--- src/rtl/hazard_ctl.sv ---
// Stage-2 hazard/stall controller: RAW scoreboard, memory-latency tracker, watchdog.
// Optional saturating stall counter behind HAZARD_STATS_EN (tied to zero when undefined).
module hazard_ctl #(
   parameter logic [5:0] NOP_C    = 6'b100011,
   parameter logic [5:0] NOP_B    = 6'b111111,
   parameter logic [5:0] MDR_IDX  = 6'd4,
   parameter int         MEM_LAT  = 2,
   parameter int         MAX_HOLD = 15
) (
   input  logic        CLK,
   input  logic        RSTN,
   input  logic [5:0]  B2,
   input  logic [5:0]  C2,
   input  logic [1:0]  M2,
   output logic        HOLD,
   output logic        MEM_BUSY,
   output logic        ERR,
   output logic [15:0] STALL_CNT
);

   localparam logic [2:0] LAT3  = 3'(MEM_LAT);
   localparam logic [7:0] MAXH8 = 8'(MAX_HOLD);

   typedef enum logic {RUN, MWAIT} state_t;

   state_t     state, state_nxt;
   logic [2:0] mcnt, mcnt_nxt;
   logic [5:0] d3, d4;
   logic [7:0] hcnt, hcnt_nxt;
   logic       raw, mdr, strct;

   always_comb begin
      raw   = (B2 != NOP_B) &&
              (((B2 == d3) && (d3 != NOP_C)) || ((B2 == d4) && (d4 != NOP_C)));
      mdr   = (state == MWAIT) && (B2 == MDR_IDX);
      strct = (state == MWAIT) && (M2 != 2'b00);
      HOLD  = raw | mdr | strct;
   end

   assign MEM_BUSY = (state == MWAIT);

   // A held memory op never starts an access; it retries once it proceeds.
   always_comb begin
      state_nxt = state;
      mcnt_nxt  = mcnt;
      case (state)
         RUN: begin
            if ((M2 != 2'b00) && !HOLD) begin
               state_nxt = MWAIT;
               mcnt_nxt  = LAT3;
            end
         end
         MWAIT: begin
            mcnt_nxt = mcnt - 3'd1;
            if (mcnt == 3'd1) state_nxt = RUN;
         end
      endcase
   end

   always_comb begin
      if (!HOLD)             hcnt_nxt = 8'd0;
      else if (hcnt == 8'hFF) hcnt_nxt = hcnt;
      else                   hcnt_nxt = hcnt + 8'd1;
   end

   always_ff @(posedge CLK or negedge RSTN) begin
      if (!RSTN) begin
         state <= RUN;
         mcnt  <= 3'd0;
         d3    <= NOP_C;
         d4    <= NOP_C;
         hcnt  <= 8'd0;
         ERR   <= 1'b0;
      end else begin
         state <= state_nxt;
         mcnt  <= mcnt_nxt;
         d3    <= HOLD ? NOP_C : C2;
         d4    <= d3;
         hcnt  <= hcnt_nxt;
         if (HOLD && (hcnt_nxt == MAXH8)) ERR <= 1'b1;
      end
   end

`ifdef HAZARD_STATS_EN
   logic [15:0] stall_q;

   always_ff @(posedge CLK or negedge RSTN) begin
      if (!RSTN)                            stall_q <= 16'h0000;
      else if (HOLD && (stall_q != 16'hFFFF)) stall_q <= stall_q + 16'd1;
   end

   assign STALL_CNT = stall_q;
`else
   assign STALL_CNT = 16'h0000;
`endif

endmodule

--- config.mk ---
export PLATFORM = sky130hd
export DESIGN_NAME = hazard_ctl
export DESIGN_NICKNAME = d
export VERILOG_FILES = /design/src/rtl/hazard_ctl.sv
export SDC_FILE = /design/constraint.sdc
export NUM_CORES = 1
export LEC_CHECK = 0
export ABC_CLOCK_PERIOD_IN_PS = 2100
export BUFFER_PORTS_ARGS = -buffer_cell sky130_fd_sc_hd__clkbuf_2
export CAP_MARGIN = 10
export CORE_MARGIN = 4
export CORE_UTILIZATION = 40
export CTS_BUF_LIST = sky130_fd_sc_hd__clkbuf_16
export DETAILED_ROUTE_END_ITERATION = 7
export GPL_ROUTABILITY_DRIVEN = 1
export MAX_ROUTING_LAYER = met4
export PLACE_DENSITY_LB_ADDON = 0.08
export SETUP_SLACK_MARGIN = 0.15
export SYNTH_ARGS = -nofsm -noshare
export SYNTH_HDL_FRONTEND = slang
export SYNTH_SLANG_ARGS = --single-unit
--- constraint.sdc ---
create_clock -name CLK -period 2.1 [get_ports CLK]
set_clock_uncertainty 0.15 [all_clocks]
set_input_delay 0 -clock CLK [delete_from_list [all_inputs] [get_ports CLK]]
set_output_delay 0 -clock CLK [all_outputs]
set_load 0.05 [all_outputs]
==> results of run 1 <==
[placed cells by master (no fill, tap or decap), types with 2 or more instances in the layout]
master         netlist  final
dfrtp_1             19     19
clkbuf_2             0     17
conb_1               1     16
xnor2_1             14     13
nor2_1              12     12
nand3_1             10     10
dlygate4sd3_1        0      7
inv_1                7      6
o21ai_0              6      6
dfstp_2              6      6
nand2_1              5      5
buf_4               16      5
clkbuf_16            0      4
nand4_1              3      3
nor3_2               1      2
and3_1               2      2
and2_2               2      2
or2b_1               2      2
a31oi_1              2      2
nor3_1               3      2
ha_1                 3      2
[stage by stage]
step	util [%]	cell area, µm²	hold slack (ns)	power (mW)	setup WS (ns)
2_1_floorplan	-	1460	-0.446	1.19	0.205
3_3_place_gp	44.3	1490	-0.107	1.30	0.0811
3_5_place_dp	44.3	1490	-0.0983	1.32	0.108
4_1_cts	51.6	1730	0.158	1.88	0.0890
5_1_grt	52.2	1760	0.207	2.04	-0.0437
6_report	52.2	1760	0.135	1.91	0.0687
[timing repair]
item | CTS | global route
pin swaps | 4 | 3
hold buffers | 7 | 0
setup buffers | 5 | 1
resized for setup | 11 | 3
hold endpoints to repair | 29 | 0
setup endpoints to repair | 2 | 19
[cell type report]
class	instances	area share, %
Clock buffer	3	4.27
Clock inverter	1	0.427
Inverter	7	1.64
Multi-Input combinational cell	102	40.2
Sequential cell	25	36.0
Tap cell	46	3.28
Timing Repair Buffer	32	14.2
[worst max-delay path by stage]
stage            start  endpoint  slack [ns]
6_report         d3[0]      HOLD        0.07
5_1_grt          d3[0]      HOLD       -0.04
4_1_cts          d3[0]      HOLD        0.09
3_5_place_dp   hcnt[0]       ERR        0.11
3_3_place_gp   hcnt[0]       ERR        0.08
2_1_floorplan  hcnt[0]       ERR        0.21
[layer usage]
metal | vias up | global-route usage (%)
met5 | - | -
met2 | 21 | 23.6
met1 | 505 | 16.9
met4 | 0 | 5.32
met3 | 5 | 3.00
li1 | 503 | -
[flip-flops by register name, summed over array words and instances (netlist names)]
signal,flops
hcnt,8
d3,6
d4,6
mcnt,3
ERR,1
MEM_BUSY,1
[power breakdown]
group          internal (mW)  leakage, nW  switching [mW]
clock                  0.259       0.0371           0.178
combinational          0.357        0.439           0.397
sequential             0.611        0.304           0.104
total                   1.23        0.781           0.678
[cells by family after synthesis]
| family | count (synthesis) | share of synthesized area (%) |
|---|---|---|
| compound gates | 17 | 9.72 |
| xor+xnor | 15 | 9.37 |
| fa+ha+maj | 3 | 2.68 |
| buf+inv | 25 | 11.5 |
| flops | 25 | 45.1 |
| mux | 2 | 1.52 |
| other cells | 1 | 0.267 |
| simple gates | 49 | 19.8 |
[worst register-to-register path, stage by stage (launching register included)]
cell and delay (ns):
dfstp_2 0.53, nand4b_1 0.10, o311ai_2 0.31, nor3_2 0.10
a211oi_2 0.24, buf_12 0.16, buf_6 0.14, or2b_1 0.23
==> out/results.tsv, run 1 <==
stage	metric	value	unit
pwr	P_leak	0.781	nW
clock_tree	CTS tree	yes	
routing	top layer in use	met4	
timing	f_max	492	MHz
floorplan	io pins	35	
outcome	outcome	complete, no violations	
worst_setup_path	R2R depth	7	
cells_and_area	Seq. cell area	633	µm²
placement	Final HPWL DP	1840	µm
floorplan	Core Region	3360	µm²
worst_setup_path	worst r2r src	d3[0]	
floorplan	chip width	67.2	µm
worst_setup_path	CP Max Fanout	5	
clock_tree	H-Tree Depth	1	
floorplan	Die ar.	4520	µm²
routing	DR WL/cell	12.8	µm
worst_setup_path	Worst EP arrival	1.88	ns
clock_tree	Root Buffer	clkbuf_16	
grt	first-pass GRT wire length	4620	µm
worst_setup_path	reg2reg end	d3[5]	
routing	Routed Antenna Nets	0	
worst_setup_path	worst-path cell with the longest stage delay	dfstp_2	
clock_tree	CTS clk-pin slew, worst paths	0.07	ns
worst_setup_path	Critical Path RT	1.95	ns
routing	drt initial violations	42	
cells_and_area	area of the multi-input gates	706	µm²
worst_setup_path	CP Class	register to primary output	
floorplan	Initial Util	41.7	%
grt	vias in the first global route	968	
worst_setup_path	Buf/Inv on CP	3	
routing	Total Wirelength	2770	µm
routing	metal2 WL	1470	µm
worst_setup_path	R2R setup slack	0.09	ns
routing	met1 wire length	1140	µm
floorplan	number of placement rows	21	
timing	Worst-Margin Slew	0.621	ns
clock_tree	CTS Buffer Depth	2	
worst_setup_path	Setup crit end kind	primary output	
synth	synth cell count leaders	dfrtp_1 (19), buf_4 (16), xnor2_1 (14)	
worst_setup_path	Worst path depth	7	
grt	GR Util All Layers	14.2	%
timing	Hold Fails Final Rpt	0	
timing	Setup violations, final	0	
synth	FFs w/ async S/R, synth	100	%
clock_tree	worst-skew pair later-pin latency	0.26	ns
timing	Rel. slew slack	58.6	%
timing	final setup TNS	0	ns
cells_and_area	Syn-to-layout area delta	25.2	%
timing	Final min period	2.03	ns
timing	RSZ-0062 raised after global routing	true	
synth	#FFs+latches synth	25	
synth	top-area cell type share of the netlist area	33.9	%
synth	most numerous cell in the Yosys netlist	dfrtp_1	
routing	detailed-route vias per instance	4.79	
clock_tree	Clock Sinks	25	
cells_and_area	Non-Filler Instances	216	
routing	via count	1034	
timing	final worst path period share	96.7	%
worst_setup_path	CP Launch Type	register	
synth	Syn Inst Count	137	
job	Max Cap Viol	0	
synth	EDFF count, synth	0	
synth	Syn. warnings	0	
cells_and_area	n_diodes	0	
synth	Synth Cell Area	1400	µm²
synth	distinct cell type count after synthesis	40	
routing	Met3 Routed Length	113	µm
routing	Pre-antenna DRT Iters	4	
pwr	VDD IR max	520	µV
synth	Synth area leader	dfrtp_1	
synth	Primary FF master, synth	dfrtp_1	
grt	total gr overflow	0	
worst_setup_path	Worst path top cell family by delay	compound AO/OA/AOI/OAI gates	
placement	placed cell count	199	
worst_setup_path	CP Cell Sequence	nand4b_1 > o311ai_2 > nor3_2 > a211oi_2 > buf_12 > inv_4 > clkbuf_16	
worst_hold_path	HP Class	input pin to async pin	
cells_and_area	Fillers	327	
routing	# DRC	0	
grt	largest net degree at the start of global routing	26	
floorplan	Die Y	67.2	µm
timing	fin. max-slew vios	0	
synth	ranking of synthesized cells by area	dfrtp_1 (34%), dfstp_2 (11%), xnor2_1 (8.7%), buf_4 (8.6%), nand3_1 (3.6%)	
clock_tree	CTS Buf Count	3	
placement	Port Buf Inserts	18	
synth	Syn Area/Cell	10.2	µm²
cells_and_area	share of cells above drive strength 1	30.0	%
pwr	pwr/cell area	1080	nW/µm²
synth	post-synthesis sequential area ratio	45.1	%
grt	initial antenna violation count	0	
worst_setup_path	critical path's largest stage delay	0.53	ns
placement	Routability Congestion	0.796	
cells_and_area	Final #Nets	190	
(Power assumes the default switching activity.)
==> run 2, diff against run 1 <==
==> constraint.sdc (replaced) <==
create_clock -name CLK -period 2.1 [get_ports CLK]
set_clock_uncertainty 0.15 [all_clocks]
set_input_delay 0.315 -clock CLK [delete_from_list [all_inputs] [get_ports CLK]]
set_output_delay 0.315 -clock CLK [all_outputs]
set_load 0.05 [all_outputs]
==> run 2 against run 1 <==
Effect of this change:
- the flow now finishes with violations (negative setup slack)
- power shrank 2.0%
- clock-buffer cell count is the same
- setup slack lost 0.15 ns
- sequential power grew 1%
- core utilization shrank 1.4 points
- design area shrank 2.7%
- global-route usage shrank 1.2 points
==> out/results.tsv, run 2 (synthesis gave the netlist of run 1 again) <==
stage	metric	value	unit	change
timing	final setup TNS	-0.0771	ns	-0.0771 ns
floorplan	Core Region	3360	µm²	unchanged
placement	placed inst area	1520	µm²	+2.2%
timing	f_max	459	MHz	-6.7%
floorplan	Die ar.	4520	µm²	unchanged
worst_setup_path	Buf/Inv on CP	2		-1
cells_and_area	final core utilization	50.8	%	-1.4 points
worst_setup_path	Worst path depth	6		-1
cells_and_area	Non-Filler Instances	215		-0.46%
clock_tree	CTS tree	yes		
worst_setup_path	CP Cell Sequence	xnor2_1 > nand2_1 > nor4_2 > a211oi_2 > inv_1 > buf_12		
cells_and_area	Final #Nets	189		-0.53%
floorplan	Initial Util	41.7	%	unchanged
clock_tree	CTS Buf Count	3		unchanged
worst_setup_path	Worst EP arrival	1.71	ns	-0.17 ns
worst_setup_path	R2R depth	7		unchanged
grt	largest net degree at the start of global routing	26		unchanged
placement	Port Buf Inserts	18		unchanged
floorplan	Die Y	67.2	µm	unchanged
floorplan	number of placement rows	21		unchanged
timing	RSZ-0062 raised after global routing	true		
floorplan	io pins	35		unchanged
clock_tree	worst-skew pair later-pin latency	0.26	ns	about the same
worst_setup_path	worst-path cell with the longest stage delay	dfstp_2		
cells_and_area	largest registers	hcnt x8, d3 x6, d4 x6		
timing	fin. max-slew vios	0		unchanged
clock_tree	CTS Buffer Depth	2		unchanged
cells_and_area	most frequent cells in the layout	dfrtp_1 (19), clkbuf_2 (17), conb_1 (16), xnor2_1 (14)		
worst_setup_path	R2R setup slack	0.04	ns	-0.05 ns
worst_setup_path	CP Launch Type	register		
cells_and_area	max reg flops	8		unchanged
cells_and_area	n_diodes	0		unchanged
cells_and_area	share of cells above drive strength 1	31.4	%	+1.4 points
placement	Routability Congestion	0.821		+3.2%
grt	total gr overflow	0		unchanged
clock_tree	Root Buffer	clkbuf_16		
timing	Rel. slew slack	59.1	%	+0.52 points
timing	Hold Fails Final Rpt	0		unchanged
cells_and_area	Syn-to-layout area delta	21.9	%	
pwr	P_leak	0.774	nW	-0.84%
worst_hold_path	HP Class	input pin to register		
routing	Routed Antenna Nets	0		unchanged
routing	drt initial violations	37		-12%
worst_setup_path	Critical Path RT	1.63	ns	-0.32 ns
worst_hold_path	hold path depth	2		
cells_and_area	Design Area, Final	1710	µm²	-2.7%
timing	Worst-Margin Slew	0.614	ns	-0.00784 ns
outcome	outcome	finished with violations		
floorplan	chip width	67.2	µm	unchanged
placement	Final HPWL DP	1940	µm	+5.7%
worst_setup_path	CP Class	register to primary output		
clock_tree	Clock Sinks	25		unchanged
cells_and_area	Fillers	333		+1.8%
outcome	failing checks	negative setup slack		
worst_setup_path	Setup crit end kind	primary output		
worst_setup_path	Worst path top cell family by delay	flip-flops		
routing	detailed-route vias per instance	4.76		-0.60%
routing	Pre-antenna DRT Iters	4		unchanged
grt	GR Util All Layers	13.0	%	-1.2 points
routing	# DRC	0		unchanged
worst_setup_path	critical path's largest stage delay	0.53	ns	about the same
timing	Setup violations, final	1		+1
timing	WHS	0.0968	ns	-0.0377 ns
routing	Total Wirelength	2590	µm	-6.6%
routing	DR WL/cell	12.0	µm	-6.2%
pwr	VDD IR max	473	µV	-9.0%
timing	Final WS setup	-0.0771	ns	-0.146 ns
placement	placed cell count	203		+2.0%
timing	Final min period	2.18	ns	+0.146 ns
cells_and_area	Biggest register	hcnt		
job	Max Cap Viol	0		unchanged
clock_tree	CTS clk-pin slew, worst paths	0.06	ns	about the same
routing	via count	1023		-1.1%
worst_setup_path	CP Max Fanout	2		-3
grt	vias in the first global route	1012		+4.5%
grt	first-pass GRT wire length	4290	µm	-7.0%
pwr	pwr/cell area	1090	nW/µm²	+0.70%
cells_and_area	most common cell after layout, fill and taps aside	dfrtp_1		
timing	final worst path period share	104	%	+6.9 points
clock_tree	H-Tree Depth	1		unchanged
grt	initial antenna violation count	0		unchanged
-- run 2: cell types whose count changed in the layout (fill, tap and decap cells not counted), moves of 2 or more --
| cell | before | now |
|---|---|---|
| nor2_1 | 12 | 10 |
| buf_6 | 1 | 5 |
| buf_4 | 5 | 7 |
| dlygate4sd3_1 | 7 | 1 |
| nor2_2 | 0 | 2 |
| inv_1 | 6 | 8 |
-- run 2: where the power goes --
| group | switching [mW] | internal [mW] | leakage [nW] | total (mW) |
|---|---|---|---|---|
| combinational | 0.378 | 0.354 | 0.428 | 0.732 |
| clock | 0.156 | 0.254 | 0.0423 | 0.411 |
| sequential | 0.112 | 0.612 | 0.304 | 0.724 |
| total | 0.647 | 1.22 | 0.774 | 1.87 |
-- run 2: metrics by stage --
stage               total power, mW  worst slack [ns]
global route                   1.99            -0.180
finish                         1.87           -0.0771
global placement               1.35            0.0168
detailed placement             1.36         -0.000645
floorplan                      1.19           -0.0252
CTS                            1.87            -0.175
-- run 2: timing repair --
action	4_1_cts	5_1_grt
gates resized for setup	9	2
buffers inserted	5	2
pin swaps	9	3
setup endpoints to repair	4	18
hold endpoints to repair	19	0
hold buffers	1	0
-- run 2: path summary, 6_finish.rpt --
check | end | start
max reg2reg | ERR | d4[1]
min in group asynchronous | hcnt[5] | RSTN
min | d3[5] | C2[5]
max | HOLD | d4[1]
min reg2reg | d4[5] | d3[5]
max in group asynchronous | d3[3] | RSTN
-- run 2: metal layers --
| metal | GRT usage (%) | up-vias | share of wire, % |
|---|---|---|---|
| li1 | - | 503 | - |
| met1 | 15.3 | 492 | 43 |
| met2 | 21.5 | 24 | 50 |
| met3 | 2.50 | 4 | 5.4 |
| met4 | 6.08 | 0 | 1.3 |
| met5 | - | - | 0 |
-- run 2: layout make-up --
type	instances	area [µm²]	share of cell area, %
well taps	46	57.6	3.37
clock buffers	3	75.1	4.39
flip-flops and latches	25	633	37.0
repair buffers	31	224	13.1
inverters	7	26.3	1.54
multi-input cells	102	689	40.3
clock inverters	1	3.75	0.220
==> run 3, diff against run 2 <==
--- a/config.mk
+++ b/config.mk
@@ -13,8 +13,9 @@
 export CTS_BUF_LIST = sky130_fd_sc_hd__clkbuf_16
 export DETAILED_ROUTE_END_ITERATION = 7
 export GPL_ROUTABILITY_DRIVEN = 1
-export MAX_ROUTING_LAYER = met4
+export GPL_TIMING_DRIVEN = 0
 export PLACE_DENSITY_LB_ADDON = 0.08
+export REMOVE_ABC_BUFFERS = 1
 export SETUP_SLACK_MARGIN = 0.15
 export SYNTH_ARGS = -nofsm -noshare
 export SYNTH_HDL_FRONTEND = slang
==> run 3 against run 2 <==
Effect of this change:
- the run still ends with negative setup slack left
- design area down 0.15%
- first-iteration DRC count down 43%
- register-to-register slack worse by 0.02 ns
- non-clock buffer count down 5
- hold slack better by 0.0038 ns
- flip-flop and latch count unchanged
- die area unchanged
- combinational power down 3%
- global-route usage down 1.5 points
- clock power down 2%
- highest routed layer unchanged
==> out/results.tsv, run 3 (synthesis gave the netlist of run 1 again) <==
stage	metric	value	unit	change
outcome	outcome	finished with violations		
outcome	failing checks	negative setup slack		
timing	Setup violations, final	1		unchanged
pwr	P_sw	0.644	mW	-0.46%
timing	final worst path period share	107	%	+3.1 points
cells_and_area	most frequent cells in the layout	dfrtp_1 (18), clkbuf_2 (17), conb_1 (16), xnor2_1 (13), nor2_1 (12)		
worst_setup_path	CP Class	register to primary output		
worst_setup_path	worst-path cell with the longest stage delay	dfstp_2		
grt	total gr overflow	0		unchanged
routing	Routed Antenna Nets	0		unchanged
floorplan	io pins	35		unchanged
grt	GR Util All Layers	11.5	%	-1.5 points
routing	# DRC	0		unchanged
cells_and_area	Syn-to-layout area delta	21.7	%	
routing	Total Wirelength	2410	µm	-7.0%
placement	placed cell count	198		-2.5%
floorplan	Core Region	3360	µm²	unchanged
floorplan	Die Y	67.2	µm	unchanged
placement	Final HPWL DP	1730	µm	-11%
floorplan	number of placement rows	21		unchanged
cells_and_area	Final #Nets	184		-2.6%
worst_setup_path	Worst EP arrival	1.78	ns	+0.07 ns
timing	Final min period	2.24	ns	+0.0651 ns
worst_hold_path	HP Class	input pin to register		
worst_setup_path	CP Launch Type	register		
routing	detailed-route vias per instance	4.73		-0.52%
clock_tree	Root Buffer	clkbuf_16		
clock_tree	CTS Buf Count	3		unchanged
grt	vias in the first global route	957		-5.4%
timing	Hold Fails Final Rpt	0		unchanged
placement	Routability Congestion	0.778		-5.2%
pwr	Combinational Power Share	38.6	%	-0.6 points
timing	RSZ-0062 raised after global routing	true		
worst_setup_path	Critical Path RT	1.63	ns	about the same
floorplan	Die ar.	4520	µm²	unchanged
pwr	P_leak	0.758	nW	-2.1%
worst_setup_path	CP Cell Sequence	nand4b_1 > o311ai_2 > nor3_2 > a211oi_4 > inv_2 > buf_8		
worst_setup_path	Setup crit end kind	primary output		
pwr	Total Power	1.85	mW	-0.99%
pwr	VDD IR max	410	µV	-13%
timing	f_max	446	MHz	-2.9%
timing	Rel. slew slack	60.2	%	+1.1 points
timing	fin. max-slew vios	0		unchanged
floorplan	chip width	67.2	µm	unchanged
worst_setup_path	critical path's largest stage delay	0.53	ns	about the same
clock_tree	worst-skew pair later-pin latency	0.25	ns	about the same
grt	first-pass GRT wire length	4020	µm	-6.4%
timing	Final WS setup	-0.142	ns	-0.0651 ns
grt	largest net degree at the start of global routing	26		unchanged
cells_and_area	Non-Filler Instances	210		-2.3%
timing	Worst-Margin Slew	0.597	ns	-0.0165 ns
routing	Pre-antenna DRT Iters	4		unchanged
routing	via count	994		-2.8%
clock_tree	H-Tree Depth	1		unchanged
routing	drt initial violations	21		-43%
cells_and_area	share of cells above drive strength 1	30.5	%	-0.87 points
routing	DR WL/cell	11.5	µm	-4.7%
job	Max Cap Viol	0		unchanged
placement	Port Buf Inserts	18		unchanged
floorplan	Initial Util	41.7	%	unchanged
timing	WHS	0.101	ns	+0.00384 ns
clock_tree	CTS clk-pin slew, worst paths	0.06	ns	about the same
pwr	Net Sw Frac	34.8	%	+0.18 points
cells_and_area	max reg flops	8		unchanged
grt	initial antenna violation count	0		unchanged
cells_and_area	final core utilization	50.7	%	-0.074 points
clock_tree	CTS Buffer Depth	2		unchanged
cells_and_area	largest registers	hcnt x8, d3 x6, d4 x6		
clock_tree	CTS tree	yes		
pwr	Internal	1.20	mW	-1.3%
cells_and_area	Fillers	326		-2.1%
clock_tree	Clock Sinks	25		unchanged
pwr	Sequential Power Share	39.6	%	+0.8 points
cells_and_area	Biggest register	hcnt		
pwr	clock power share	21.8	%	-0.2 points
worst_setup_path	CP Max Fanout	2		unchanged
pwr	pwr/cell area	1080	nW/µm²	-0.84%
cells_and_area	n_diodes	0		unchanged
cells_and_area	most common cell after layout, fill and taps aside	dfrtp_1		
==> run 3: cell count changes in the layout (fill, tap and decap cells not counted), sizes merged <==
cell,delta
buf,-5
==> run 3: critical path, delay by kind of cell, from the launching register on <==
family          cells  cell delay, ns
buf+inv             2            0.22
simple gates        2            0.22
flops               1            0.53
compound gates      2            0.56
==> run 3: cell type report <==
class | instances | area (µm²) | share of cell area (%)
clock buffers | 3 | 75.1 | 4.40
clock inverters | 1 | 3.75 | 0.220
inverters | 7 | 26.3 | 1.54
multi-input cells | 102 | 731 | 42.8
flip-flops and latches | 25 | 634 | 37.2
well taps | 46 | 57.6 | 3.37
repair buffers | 26 | 179 | 10.5
==> run 3: worst paths after layout <==
kind / startpoint / to / slack, ns / cells after the start
max in group asynchronous: RSTN / hcnt[0] / 0.93 / 2
setup / recovery: d3[0] / HOLD / -0.14 / 6
min in group asynchronous: RSTN / hcnt[7] / 0.44 / 2
setup reg to reg: d3[0] / mcnt[0] / 0.02 / 7
hold reg to reg: d3[5] / d4[5] / 0.22 / 0
hold / removal: C2[5] / d3[5] / 0.10 / 2
==> run 3: routing by layer <==
metal	share of wire [%]	wire length (µm)	track usage, %	vias to the layer above
met5	0	0	0	-
met4	0.54	13	3.04	0
met3	5.7	136	2.50	2
met2	51	1240	20.6	20
met1	42	1020	14.0	483
li1	-	-	-	489
==> run 3: through the flow <==
stage / setup TNS (ns) / worst slack, ns / instance area, µm²
floorplan: -0.322 / -0.322 / 1320
global placement: -4.28 / -0.615 / 1470
detailed placement: -5.24 / -0.675 / 1470
CTS: -0.171 / -0.171 / 1630
global route: -0.574 / -0.259 / 1710
finish: -0.142 / -0.142 / 1710
==> run 3: what timing repair did <==
item | 4_1_cts | 5_1_grt
hold buffers | 1 | 0
setup endpoints to repair | 16 | 19
buffers inserted | 4 | 3
gates resized for setup | 8 | 11
pin swaps | 6 | 6
endpoints found under the hold margin | 19 | 0
cloned | 0 | 0
==> run 3: power groups by stage <==
stage / registers, mW / clock network (mW) / logic [mW]
global placement: 0.721 / 0 / 0.544
CTS: 0.721 / 0.416 / 0.634
floorplan: 0.736 / 0 / 0.416
finish: 0.732 / 0.403 / 0.713
detailed placement: 0.726 / 0 / 0.556
global route: 0.753 / 0.435 / 0.790
